==> src/rtl/cpu_trace_buffer_if.sv <==
// Control, capture and readout signals of the instruction-trace buffer.
// The master side drives arm/capture/readout requests; the slave side is the buffer.
interface cpu_trace_buffer_if #(
  parameter int PC_W  = 32,
  parameter int DEPTH = 16
);
  localparam int CNT_W = $clog2(DEPTH) + 1;

  logic             arm;
  logic             abort;
  logic             trig_en;
  logic [PC_W-1:0]  trig_pc;
  logic             cap_valid;
  logic [PC_W-1:0]  pc_in;
  logic [31:0]      instr_in;
  logic             rd_start;
  logic             rd_ready;
  logic             rd_valid;
  logic [PC_W-1:0]  rd_pc;
  logic [31:0]      rd_instr;
  logic [5:0]       rd_opcode;
  logic [4:0]       rd_rs;
  logic [4:0]       rd_rt;
  logic [31:0]      rd_imm;
  logic             rd_last;
  logic [CNT_W-1:0] count;
  logic             overflow;
  logic [2:0]       state;

  modport master (
    output arm, abort, trig_en, trig_pc, cap_valid, pc_in, instr_in, rd_start, rd_ready,
    input  rd_valid, rd_pc, rd_instr, rd_opcode, rd_rs, rd_rt, rd_imm, rd_last,
           count, overflow, state
  );

  modport slave (
    input  arm, abort, trig_en, trig_pc, cap_valid, pc_in, instr_in, rd_start, rd_ready,
    output rd_valid, rd_pc, rd_instr, rd_opcode, rd_rs, rd_rt, rd_imm, rd_last,
           count, overflow, state
  );
endinterface

==> src/rtl/cpu_trace_buffer.sv <==
// Instruction-trace capture unit: records retired (PC, instr) pairs in a circular
// buffer (one-shot or PC-triggered with post window) and replays them oldest-first.
module cpu_trace_buffer #(
  parameter int PC_W      = 32,
  parameter int DEPTH     = 16,
  parameter int POST_TRIG = 4
) (
  input logic               clk,
  input logic               reset,
  cpu_trace_buffer_if.slave bus
);
  localparam int PTR_W = $clog2(DEPTH);
  localparam int CNT_W = PTR_W + 1;

  typedef enum logic [2:0] {
    S_IDLE    = 3'd0,
    S_CAPTURE = 3'd1,
    S_POST    = 3'd2,
    S_DONE    = 3'd3,
    S_READ    = 3'd4
  } state_e;

  function automatic logic signed [31:0] sext16(input logic [15:0] v);
    return {{16{v[15]}}, v};
  endfunction

  state_e           state_q, state_d;
  logic [PTR_W-1:0] wr_ptr_q, wr_ptr_d;
  logic [PTR_W-1:0] rd_ptr_q, rd_ptr_d;
  logic [PTR_W-1:0] post_q, post_d;
  logic [CNT_W-1:0] count_q, count_d;
  logic             overflow_q, overflow_d;
  logic             trig_en_q, trig_en_d;
  logic [PC_W-1:0]  trig_pc_q, trig_pc_d;
  logic             we;
  logic             is_last;

  logic [PC_W-1:0]  pc_mem    [DEPTH];
  logic [31:0]      instr_mem [DEPTH];

  // The newest entry always sits just behind the write pointer.
  assign is_last = (rd_ptr_q == wr_ptr_q - PTR_W'(1));

  always_comb begin
    state_d    = state_q;
    wr_ptr_d   = wr_ptr_q;
    rd_ptr_d   = rd_ptr_q;
    post_d     = post_q;
    count_d    = count_q;
    overflow_d = overflow_q;
    trig_en_d  = trig_en_q;
    trig_pc_d  = trig_pc_q;
    we         = 1'b0;
    if (bus.abort) begin
      state_d    = S_IDLE;
      count_d    = '0;
      overflow_d = 1'b0;
    end else begin
      case (state_q)
        S_IDLE: begin
          if (bus.arm) begin
            wr_ptr_d   = '0;
            count_d    = '0;
            overflow_d = 1'b0;
            trig_en_d  = bus.trig_en;
            trig_pc_d  = bus.trig_pc;
            state_d    = S_CAPTURE;
          end
        end
        S_CAPTURE, S_POST: begin
          if (bus.cap_valid) begin
            we       = 1'b1;
            wr_ptr_d = wr_ptr_q + PTR_W'(1);
            if (count_q == CNT_W'(DEPTH)) overflow_d = 1'b1;
            else                          count_d    = count_q + CNT_W'(1);
            if (state_q == S_CAPTURE) begin
              if (!trig_en_q) begin
                if (count_q == CNT_W'(DEPTH - 1)) state_d = S_DONE;
              end else if (bus.pc_in == trig_pc_q) begin
                if (POST_TRIG == 0) begin
                  state_d = S_DONE;
                end else begin
                  post_d  = PTR_W'(POST_TRIG);
                  state_d = S_POST;
                end
              end
            end else begin
              post_d = post_q - PTR_W'(1);
              if (post_q == PTR_W'(1)) state_d = S_DONE;
            end
          end
        end
        S_DONE: begin
          if (bus.rd_start) begin
            // count==DEPTH truncates to 0, leaving the oldest entry at wr_ptr.
            rd_ptr_d = wr_ptr_q - count_q[PTR_W-1:0];
            state_d  = S_READ;
          end
        end
        S_READ: begin
          if (bus.rd_ready) begin
            rd_ptr_d = rd_ptr_q + PTR_W'(1);
            if (is_last) state_d = S_IDLE;
          end
        end
        default: state_d = S_IDLE;
      endcase
    end
  end

  always_ff @(posedge clk or posedge reset) begin
    if (reset) begin
      state_q    <= S_IDLE;
      wr_ptr_q   <= '0;
      rd_ptr_q   <= '0;
      post_q     <= '0;
      count_q    <= '0;
      overflow_q <= 1'b0;
      trig_en_q  <= 1'b0;
      trig_pc_q  <= '0;
    end else begin
      state_q    <= state_d;
      wr_ptr_q   <= wr_ptr_d;
      rd_ptr_q   <= rd_ptr_d;
      post_q     <= post_d;
      count_q    <= count_d;
      overflow_q <= overflow_d;
      trig_en_q  <= trig_en_d;
      trig_pc_q  <= trig_pc_d;
    end
  end

  // Trace storage carries no reset; contents are only meaningful after a capture.
  always_ff @(posedge clk) begin
    if (we) begin
      pc_mem[wr_ptr_q]    <= bus.pc_in;
      instr_mem[wr_ptr_q] <= bus.instr_in;
    end
  end

  logic            reading;
  logic [PC_W-1:0] cur_pc;
  logic [31:0]     cur_instr;

  assign reading   = (state_q == S_READ);
  assign cur_pc    = reading ? pc_mem[rd_ptr_q]    : '0;
  assign cur_instr = reading ? instr_mem[rd_ptr_q] : '0;

  assign bus.rd_valid  = reading;
  assign bus.rd_last   = reading && is_last;
  assign bus.rd_pc     = cur_pc;
  assign bus.rd_instr  = cur_instr;
  assign bus.rd_opcode = cur_instr[31:26];
  assign bus.rd_rs     = cur_instr[25:21];
  assign bus.rd_rt     = cur_instr[20:16];
  assign bus.rd_imm    = sext16(cur_instr[15:0]);
  assign bus.count     = count_q;
  assign bus.overflow  = overflow_q;
  assign bus.state     = state_q;
endmodule

==> src/flat_wrapper.sv <==
// flat-port wrapper written by rule: the top's interface ports become plain ports
module cpu_trace_buffer_flat 
#(
  parameter int PC_W      = 32,
  parameter int DEPTH     = 16,
  parameter int POST_TRIG = 4
)
  (clk, reset, bus_arm, bus_abort, bus_trig_en, bus_trig_pc, bus_cap_valid, bus_pc_in, bus_instr_in, bus_rd_start, bus_rd_ready, bus_rd_valid, bus_rd_pc, bus_rd_instr, bus_rd_opcode, bus_rd_rs, bus_rd_rt, bus_rd_imm, bus_rd_last, bus_count, bus_overflow, bus_state);
  cpu_trace_buffer_if #(.PC_W(PC_W), .DEPTH(DEPTH)) bus_i ();
  input logic clk;
  input logic reset;
  input wire logic [$bits(bus_i.arm)-1:0] bus_arm;
  input wire logic [$bits(bus_i.abort)-1:0] bus_abort;
  input wire logic [$bits(bus_i.trig_en)-1:0] bus_trig_en;
  input wire logic [$bits(bus_i.trig_pc)-1:0] bus_trig_pc;
  input wire logic [$bits(bus_i.cap_valid)-1:0] bus_cap_valid;
  input wire logic [$bits(bus_i.pc_in)-1:0] bus_pc_in;
  input wire logic [$bits(bus_i.instr_in)-1:0] bus_instr_in;
  input wire logic [$bits(bus_i.rd_start)-1:0] bus_rd_start;
  input wire logic [$bits(bus_i.rd_ready)-1:0] bus_rd_ready;
  output wire logic [$bits(bus_i.rd_valid)-1:0] bus_rd_valid;
  output wire logic [$bits(bus_i.rd_pc)-1:0] bus_rd_pc;
  output wire logic [$bits(bus_i.rd_instr)-1:0] bus_rd_instr;
  output wire logic [$bits(bus_i.rd_opcode)-1:0] bus_rd_opcode;
  output wire logic [$bits(bus_i.rd_rs)-1:0] bus_rd_rs;
  output wire logic [$bits(bus_i.rd_rt)-1:0] bus_rd_rt;
  output wire logic [$bits(bus_i.rd_imm)-1:0] bus_rd_imm;
  output wire logic [$bits(bus_i.rd_last)-1:0] bus_rd_last;
  output wire logic [$bits(bus_i.count)-1:0] bus_count;
  output wire logic [$bits(bus_i.overflow)-1:0] bus_overflow;
  output wire logic [$bits(bus_i.state)-1:0] bus_state;
  assign bus_i.arm = bus_arm;
  assign bus_i.abort = bus_abort;
  assign bus_i.trig_en = bus_trig_en;
  assign bus_i.trig_pc = bus_trig_pc;
  assign bus_i.cap_valid = bus_cap_valid;
  assign bus_i.pc_in = bus_pc_in;
  assign bus_i.instr_in = bus_instr_in;
  assign bus_i.rd_start = bus_rd_start;
  assign bus_i.rd_ready = bus_rd_ready;
  assign bus_rd_valid = bus_i.rd_valid;
  assign bus_rd_pc = bus_i.rd_pc;
  assign bus_rd_instr = bus_i.rd_instr;
  assign bus_rd_opcode = bus_i.rd_opcode;
  assign bus_rd_rs = bus_i.rd_rs;
  assign bus_rd_rt = bus_i.rd_rt;
  assign bus_rd_imm = bus_i.rd_imm;
  assign bus_rd_last = bus_i.rd_last;
  assign bus_count = bus_i.count;
  assign bus_overflow = bus_i.overflow;
  assign bus_state = bus_i.state;
  cpu_trace_buffer #(.PC_W(PC_W), .DEPTH(DEPTH), .POST_TRIG(POST_TRIG)) u_core (.clk(clk), .reset(reset), .bus(bus_i));
endmodule
==> config.mk <==
export PLATFORM = sky130hd
export DESIGN_NAME = cpu_trace_buffer_flat
export DESIGN_NICKNAME = d
export VERILOG_FILES = /design/src/rtl/cpu_trace_buffer_if.sv /design/src/rtl/cpu_trace_buffer.sv /design/src/flat_wrapper.sv
export SDC_FILE = /design/constraint.sdc
export NUM_CORES = 1
export LEC_CHECK = 0
export CAP_MARGIN = 40
export CORE_MARGIN = 4
export CORE_UTILIZATION = 35
export CTS_CLUSTER_SIZE = 40
export DETAILED_ROUTE_END_ITERATION = 7
export GPL_ROUTABILITY_DRIVEN = 0
export PLACE_DENSITY = 0.55
export SYNTH_ARGS = -nofsm -noshare
export SYNTH_HDL_FRONTEND = slang
export SYNTH_SLANG_ARGS = --single-unit
==> constraint.sdc <==
create_clock -name clk -period 5.75 [get_ports clk]
set_input_delay 0.8625 -clock clk [delete_from_list [all_inputs] [get_ports clk]]
set_output_delay 0.8625 -clock clk [all_outputs]
set_load 0.01 [all_outputs]
# Word-level counts from Yosys, hierarchy flattened
# Memory sizes are Yosys's and may differ from the RTL's.
# Cells that the tools add are included.
# classes
n_bitwise	1
eq_ne	25
add_sub_neg	6
n_reduce_logical	13
n_mux	38
# op_table
op	n
$mux W32	2
$mux W3	11
$eq A32 B32 Y1	1
$mux W4	7
$mux W5	4
$pmux W4 S2	2
$reduce_and A4 Y1	4
$ne A3 B3 Y1 const B	5
$pmux W3 S4	1
$ne A2 B2 Y1 const B	5
$pmux W5 S2	1
$mux W1	9
$add A4 B1 Y4 const B	2
$reduce_and A8 Y1	1
$sub A4 B1 Y4 const B	2
$eq A3 B2 Y1 const B	2
$ne A3 B2 Y1 const B	2
$add A5 B1 Y5 const B	1
$eq A5 B4 Y1 const B	1
$eq A5 B5 Y1 const B	1
$ne A5 B4 Y1 const B	1
$ne A5 B5 Y1 const B	1
$reduce_and A5 Y1	1
$eq A4 B1 Y1 const B	1
other kinds (14)	15
# word_totals
wordCells	93
memories	2
inputBits	104
mem_bits_rw	1024
ff_bits	54
output_inout_bits	123
# memory_table
memory	words	width	read_ports	rd_ports_with_merged_regs	write_ports	line_no	rtl
u_core.instr_mem	16	32	1	0	1	cpu_trace_buffer.sv:39	logic [31:0] instr_mem [DEPTH];
u_core.pc_mem	16	32	1	0	1	cpu_trace_buffer.sv:38	logic [PC_W-1:0] pc_mem [DEPTH];

# Depth between registers and ports, before layout
# Gate-level depths: netlist of the first run.
# logic_depth
ltp_word	7
depth_mapped	9
ltp_nobuf	9

# Worst setup path after synthesis of the first run
# Ideal clock, no wire load.
# synth_timing
path_type	input-to-reg
startpoint	input port bus_abort
endpoint	memory u_core.instr_mem[10][0], enable pin
arrival_time_ps	3238
setup_slack_ps	2084
stages	5
t_required_ps	5321
setup_ps	429
n_path_buf	0
cell_sequence	nor2_1 and2_1 nand2_1 nor3b_1 and2_1
# synth_via
elab_chain_cells	3
# synth_rtl
item	line_no	rtl
start, declared	flat_wrapper.sv:13	input wire logic [$bits(bus_i.abort)-1:0] bus_abort;
$mux W1	cpu_trace_buffer.sv:54	if (bus.abort) begin
$mux W1	cpu_trace_buffer.sv:135	if (we) begin
$mux W1 (not written as such)	cpu_trace_buffer.sv:137	instr_mem[wr_ptr_q] <= bus.instr_in;
end, declared	cpu_trace_buffer.sv:39	
# Every way passes these cells.

# Worst setup path after layout of the first run
# layout_timing
startpoint	register u_core.rd_ptr_q[0]
endpoint	output port bus_rd_pc[29]
# layout_via
elab_chain_cells	2
# layout_rtl
item	line_no	rtl
start, declared	cpu_trace_buffer.sv:29	logic [PTR_W-1:0] rd_ptr_q, rd_ptr_d;
start signal, assigned	cpu_trace_buffer.sv:124	rd_ptr_q <= rd_ptr_d;
$mem_v2 Z16 W32	n/a	
$mux W32	cpu_trace_buffer.sv:146	assign cur_pc = reading ? pc_mem[rd_ptr_q] : '0;
end, declared	flat_wrapper.sv:22	output wire logic [$bits(bus_i.rd_pc)-1:0] bus_rd_pc;
# Every way passes these cells.

==> results.cfg, run 1 <==
[status]
status = completed

[route]
drt_pass1_iterations = 5
drc = 0
antenna_left = 0
vias = 19600
viasPerCell = 5.15
wirelength_um = 101000
wire_per_inst_um = 26.5
drtIter0Drc = 1517

[critical_path]
endpoint_kind = output pin
crit_fanout = 61
startpoint = u_core.rd_ptr_q[0]$_DFFE_PP0P_
required_ps = 4890
ff2ff_path_depth = 6
r2r_start = u_core.bus.state[1]$_DFFE_PP0P_
crit_end = bus_rd_pc[29]
crit_arrival_ps = 3790
timing.rr.end = u_core.instr_mem[9][14]$_DFFE_PP_
r2r_slack_ps = 2590
cp-start-kind = register
critPathKind = reg2out

[flow_run]
max-cap-violations = 0

[pwr]
p_int_uw = 15900
leakage_uw = 0.0156
p_clk_share_pct = 32.3
switching_power_uw = 5810
seqPwrFrac_pct = 42.7
p_sw_share_pct = 26.8
p_comb_share_pct = 25.1
p_per_area_nw_per_um2 = 433
ir_worst_vdd_v = 0.000447

[timing]
setup_viol = 0
rsz0062_at_grt = false
slew-limit-headroom_pct = 38.9
fmax_ghz = 0.215
hold_viol = 0
finClkSkew_ps = 39.7
tns_ps = 0
finalMaxSlewViolations = 0
fin_crit_ps = 4650
worst_slew_pin_slew_ps = 913
finalCritPeriodShare_pct = 80.9

[synthesis]
synth_fp_nets = 1961
yosys.area.top_type_share_pct = 72.6
synth_cells = 1843
synth_edf_count = 1024
yosysUniqueCellTypes = 44
syn_avg_cell_area_um2 = 23.0
synth_area_leaders = edfxtp_1 73%, mux4_2 17%, dfrtp_1 3.2%
synth_largest_area_cell = edfxtp_1
ys_warn_count = 0
syn_area_um2 = 42300
seq_area_frac_synth_pct = 75.8
synth_seq_cells = 1078
async_reset_ff_share_pct = 5.01
synth_ff_type = edfxtp_1

[floorplanning]
die_h_um = 356
ios = 227
coreArea_um2 = 120000
die-area_um2 = 127000
row_count = 127
initial_core_util_pct = 35.3
die_w_um = 356

[cts]
root_buffer = clkbuf_16
clk_latency_ps = 690
clkTransAtPathRegs_ps = 60
clk_path_buf_depth = 3
cts_sinks = 1078
cts_tree = built
cts_setup_buffers = 0
cts_resized = 0
cts_buffers = 107
cts_max_level = 3
cts_hold_buf = 0

[global_routing]
grt.overflow.total = 0
grt_start_max_net_pins = 86
antenna_found_initial = 7
grt_pass1_wl_um = 146000
grtUsageTotal_pct = 15.9
grt_pass1_vias = 20900

[layout]
multi_input_area_um2 = 9390
seq_area_um2 = 32100
nNetsFinal = 2212
area_growth_pct = 18.3
finalNonFillerCells = 3804
layout-drive-gt1-share_pct = 27.1
fillerInstances = 10300
finalInstanceArea_um2 = 50100

[place]
dp_cells = 3597
hpwl_um = 56700
placed_cell_area_um2 = 46600
io_buffer_count = 226

[min_path]
hold_class = in2async
-- power groups by stage --
stage | registers (uW) | logic [uW] | clock network (uW)
global route | 9290 | 5850 | 7500
CTS | 9260 | 5580 | 7180
floorplan | 9240 | 4090 | 0
finish | 9250 | 5430 | 7000
detailed placement | 9430 | 5560 | 0
global placement | 9550 | 5340 | 0
-- sequential cells by signal, indices dropped and copies added, names as in the netlist --
| name | count |
|---|---|
| u_core.bus.overflow | 1 |
| u_core.trig_pc_q | 32 |
| u_core.instr_mem | 512 |
| u_core.trig_en_q | 1 |
| u_core.post_q | 4 |
| u_core.pc_mem | 512 |
| u_core.rd_ptr_q | 4 |
| u_core.bus.count | 5 |
| u_core.bus.state | 3 |
| u_core.wr_ptr_q | 4 |
-- layout by cell type, fill, tap and decap left out, types with 5 or more instances in the layout --
cell | Yosys | final
nor2_1 | 16 | 16
buf_16 | 0 | 5
buf_12 | 0 | 19
and2_1 | 82 | 66
a21oi_1 | 12 | 12
xor2_1 | 8 | 8
clkbuf_1 | 44 | 18
buf_4 | 58 | 29
clkdlybuf4s50_1 | 0 | 226
nor3_1 | 7 | 7
diode_2 | 0 | 6
nand3_1 | 5 | 5
dfrtp_1 | 54 | 50
nand4_1 | 10 | 10
edfxtp_1 | 1024 | 1024
inv_1 | 13 | 12
clkbuf_16 | 0 | 110
o21ai_0 | 9 | 9
and2_4 | 0 | 16
clkinv_2 | 0 | 22
xnor2_1 | 37 | 37
bufinv_16 | 0 | 11
ha_1 | 13 | 13
nand2_1 | 22 | 22
mux4_2 | 320 | 320
mux2_2 | 35 | 35
clkinv_1 | 1 | 24
-- through the flow --
stage                     utilization, %  setup WS [ps]  total power [uW]  hold WS, ps
after floorplan                        -           2080             13300          450
after global placement              38.7           1600             14900          462
after detailed placement            38.8           1710             15000          488
after CTS                           41.8            951             22000          384
after global routing                41.8            875             22600          438
final                               41.8           1100             21700          436
-- per-layer routing --
layer  track usage [%]  part of all wire [%]  vias to the layer above
met3              3.00                   6.0                      118
met4              3.37                   1.6                        2
met2              26.5                    50                      591
met1              21.8                    43                    10700
met5                 0                 0.013                        -
li1                  -                     -                     8184
-- critical path, stage by stage, from the launching register on --
cell,delay (ps)
dfrtp_4,460
buf_12,370
buf_12,410
mux4_2,580
mux4_2,520
and2_1,190
clkdlybuf4s50_1,480
-- logic make-up after synthesis --
| family | synth area share [%] |
|---|---|
| buffers and inverters | 2.13 |
| and+or+nand+nor | 2.05 |
| AOI/OAI and AO/OA | 0.632 |
| xor gates and xnor gates | 0.931 |
| muxes | 18.0 |
| DFF | 75.8 |
| adders and majority gates | 0.431 |
-- cells in the mapped netlist (all sizes together) (2+ instances only) --
cell type	instances
mux2i	2
o21ai	10
xnor2	37
buf	93
xor2	8
edfxtp	1024
inv	13
and3	5
nor4	2
dfrtp	54
o2bb2ai	2
nand3	5
o31ai	3
ha	13
mux2	36
clkbuf	44
mux4	320
nand2	22
nor2b	3
a21oi	12
a21o	4
nand4	10
nor3b	2
nor3	7
and2	82
nor2	16
o22a	2
-- layout make-up --
class	count	share of cell area (%)
antenna	6	0.0300
clock buffer	132	5.74
clock inverter	69	1.31
inverter	14	0.107
multi-input combinational	614	18.7
sequential	1078	64.1
tap	1612	4.02
timing repair buffer	279	5.98
-- how the worst min path moves through the flow --
stage,from,end,slack [ps]
floorplan,u_core.post_q[1]$_DFFE_PP0P_,u_core.post_q[1]$_DFFE_PP0P_,450
global placement,u_core.post_q[1]$_DFFE_PP0P_,u_core.post_q[1]$_DFFE_PP0P_,460
detailed placement,u_core.post_q[1]$_DFFE_PP0P_,u_core.post_q[1]$_DFFE_PP0P_,490
CTS,reset,u_core.trig_pc_q[10]$_DFFE_PP0P_,380
global route,reset,u_core.trig_pc_q[10]$_DFFE_PP0P_,440
finish,reset,u_core.trig_pc_q[10]$_DFFE_PP0P_,440
(Power assumes the default switching activity.)
==> run 2: changes to the inputs <==
- PLACE_DENSITY: 0.55 -> 0.57
- clock period: 5.75 -> 4.1 ns (I/O delays scaled with it)
==> results.cfg, run 2 (synthesis gave the netlist of run 1 again) <==
[floorplanning]
die_h_um = 356
die-area_um2 = 127000
coreArea_um2 = 120000
die_w_um = 356
row_count = 127
ios = 227
initial_core_util_pct = 35.3

[timing]
fin_crit_ps = 4000
finalMaxSlewViolations = 0
tns_ps = 0
worst_slack_ps = 105
worst_slew_pin_slew_ps = 867
rsz0062_at_grt = true
finalCritPeriodShare_pct = 97.4
setup_viol = 0
fmax_ghz = 0.250
hold_viol = 0
finClkSkew_ps = 31.2
slew-limit-headroom_pct = 42.0

[flow_run]
max-cap-violations = 0

[layout]
nNetsFinal = 2255
reg_top3 = u_core.instr_mem (512), u_core.pc_mem (512), u_core.trig_pc_q (32)
final_cell_mix = 1024 x edfxtp_1, 320 x mux4_2, 181 x clkdlybuf4s50_1
layout-drive-gt1-share_pct = 27.9
final_common_cell = edfxtp_1
area_growth_pct = 19.7
fin_util_pct = 42.3

[cts]
root_buffer = clkbuf_16
cts_tree = built
cts_hold_buf = 0
cts_sinks = 1078
cts_buffers = 110
clk_path_buf_depth = 3
cts_max_level = 3
clk_latency_ps = 680
clkTransAtPathRegs_ps = 70

[route]
vias = 19800
viasPerCell = 5.15
wire_per_inst_um = 27.0
drt_pass1_iterations = 5
drtIter0Drc = 1659
wirelength_um = 104000
antenna_left = 0
drc = 0

[pwr]
total_power_uw = 30400
p_per_area_nw_per_um2 = 599
leakage_uw = 0.0164
ir_worst_vdd_v = 0.000372

[critical_path]
required_ps = 3480
crit_arrival_ps = 3380
r2r_start = u_core.bus.state[1]$_DFFE_PP0P_
startpoint = u_core.rd_ptr_q[0]$_DFFE_PP0P_
endpoint_kind = output pin
crit_fanout = 13
critPathKind = reg2out
cp-start-kind = register

[global_routing]
grt.overflow.total = 0
antenna_found_initial = 11
grt_pass1_vias = 21200
grtUsageTotal_pct = 16.2
grt_start_max_net_pins = 71
grt_pass1_wl_um = 148000

[place]
hpwl_um = 58900
dpl_worst_slack_ps = 553
io_buffer_count = 226

[status]
status = completed

[min_path]
hold_class = in2async
run 2: cell type report:
class                   count  area [um^2]
fillers                 10300        69300
diodes                      5         12.5
multi-input cells         614         9390
clock inverters            48          370
flip-flops and latches   1078        32100
clock buffers             147         3020
inverters                  14         55.1
repair buffers            319         3730
well taps                1612         2020
run 2: final timing paths:
path / to / depth (start not counted) / slack (ps)
max in group asynchronous: u_core.rd_ptr_q[0]$_DFFE_PP0P_ / 3 / 2820
worst max register to register: u_core.rd_ptr_q[3]$_DFFE_PP0P_ / 8 / 1200
min in group clk: u_core.post_q[1]$_DFFE_PP0P_ / 1 / 520
worst min register to register: u_core.post_q[1]$_DFFE_PP0P_ / 1 / 520
worst max-delay path: bus_rd_opcode[5] / 7 / 100
worst min-delay path: u_core.trig_pc_q[21]$_DFFE_PP0P_ / 2 / 390
run 2: per-stage QoR:
stage / instances / hold slack [ps] / instance area, um^2
after global placement: 3623 / 461 / 47000
after CTS: 3822 / 358 / 50500
after detailed placement: 3624 / 497 / 47000
after floorplan: 1843 / 450 / 42300
after global routing: 3833 / 415 / 50700
final: 3837 / 393 / 50700
run 2: per-layer routing:
| metal | GRT usage (%) | part of all wire, % | routed length, um |
|---|---|---|---|
| met1 | 22.3 | 43 | 44400 |
| met3 | 3.02 | 5.8 | 5970 |
| met4 | 3.67 | 1.7 | 1800 |
| met5 | 0 | 0.013 | 13 |
| met2 | 27.1 | 50 | 51400 |
run 2: critical path, stage by stage (launching register included):
cell             delay, ps
dfrtp_4                410
buf_12                 200
buf_4                  200
buf_16                 170
mux4_2                 510
mux4_2                 510
and2_1                 200
clkdlybuf4s50_1        480
run 2: power breakdown:
| part | leakage (uW) | switching, uW | total, uW | internal (uW) |
|---|---|---|---|---|
| sequential | 0.00987 | 357 | 12900 | 12600 |
| combinational | 0.00485 | 3700 | 8030 | 4330 |
| clock | 0.00166 | 4000 | 9440 | 5440 |
run 2: repair_timing:
item / CTS / global route
gates cloned: 1 / 2
setup endpoints to repair: 80 / 53
gates resized for setup: 35 / 31
setup buffers: 2 / 8
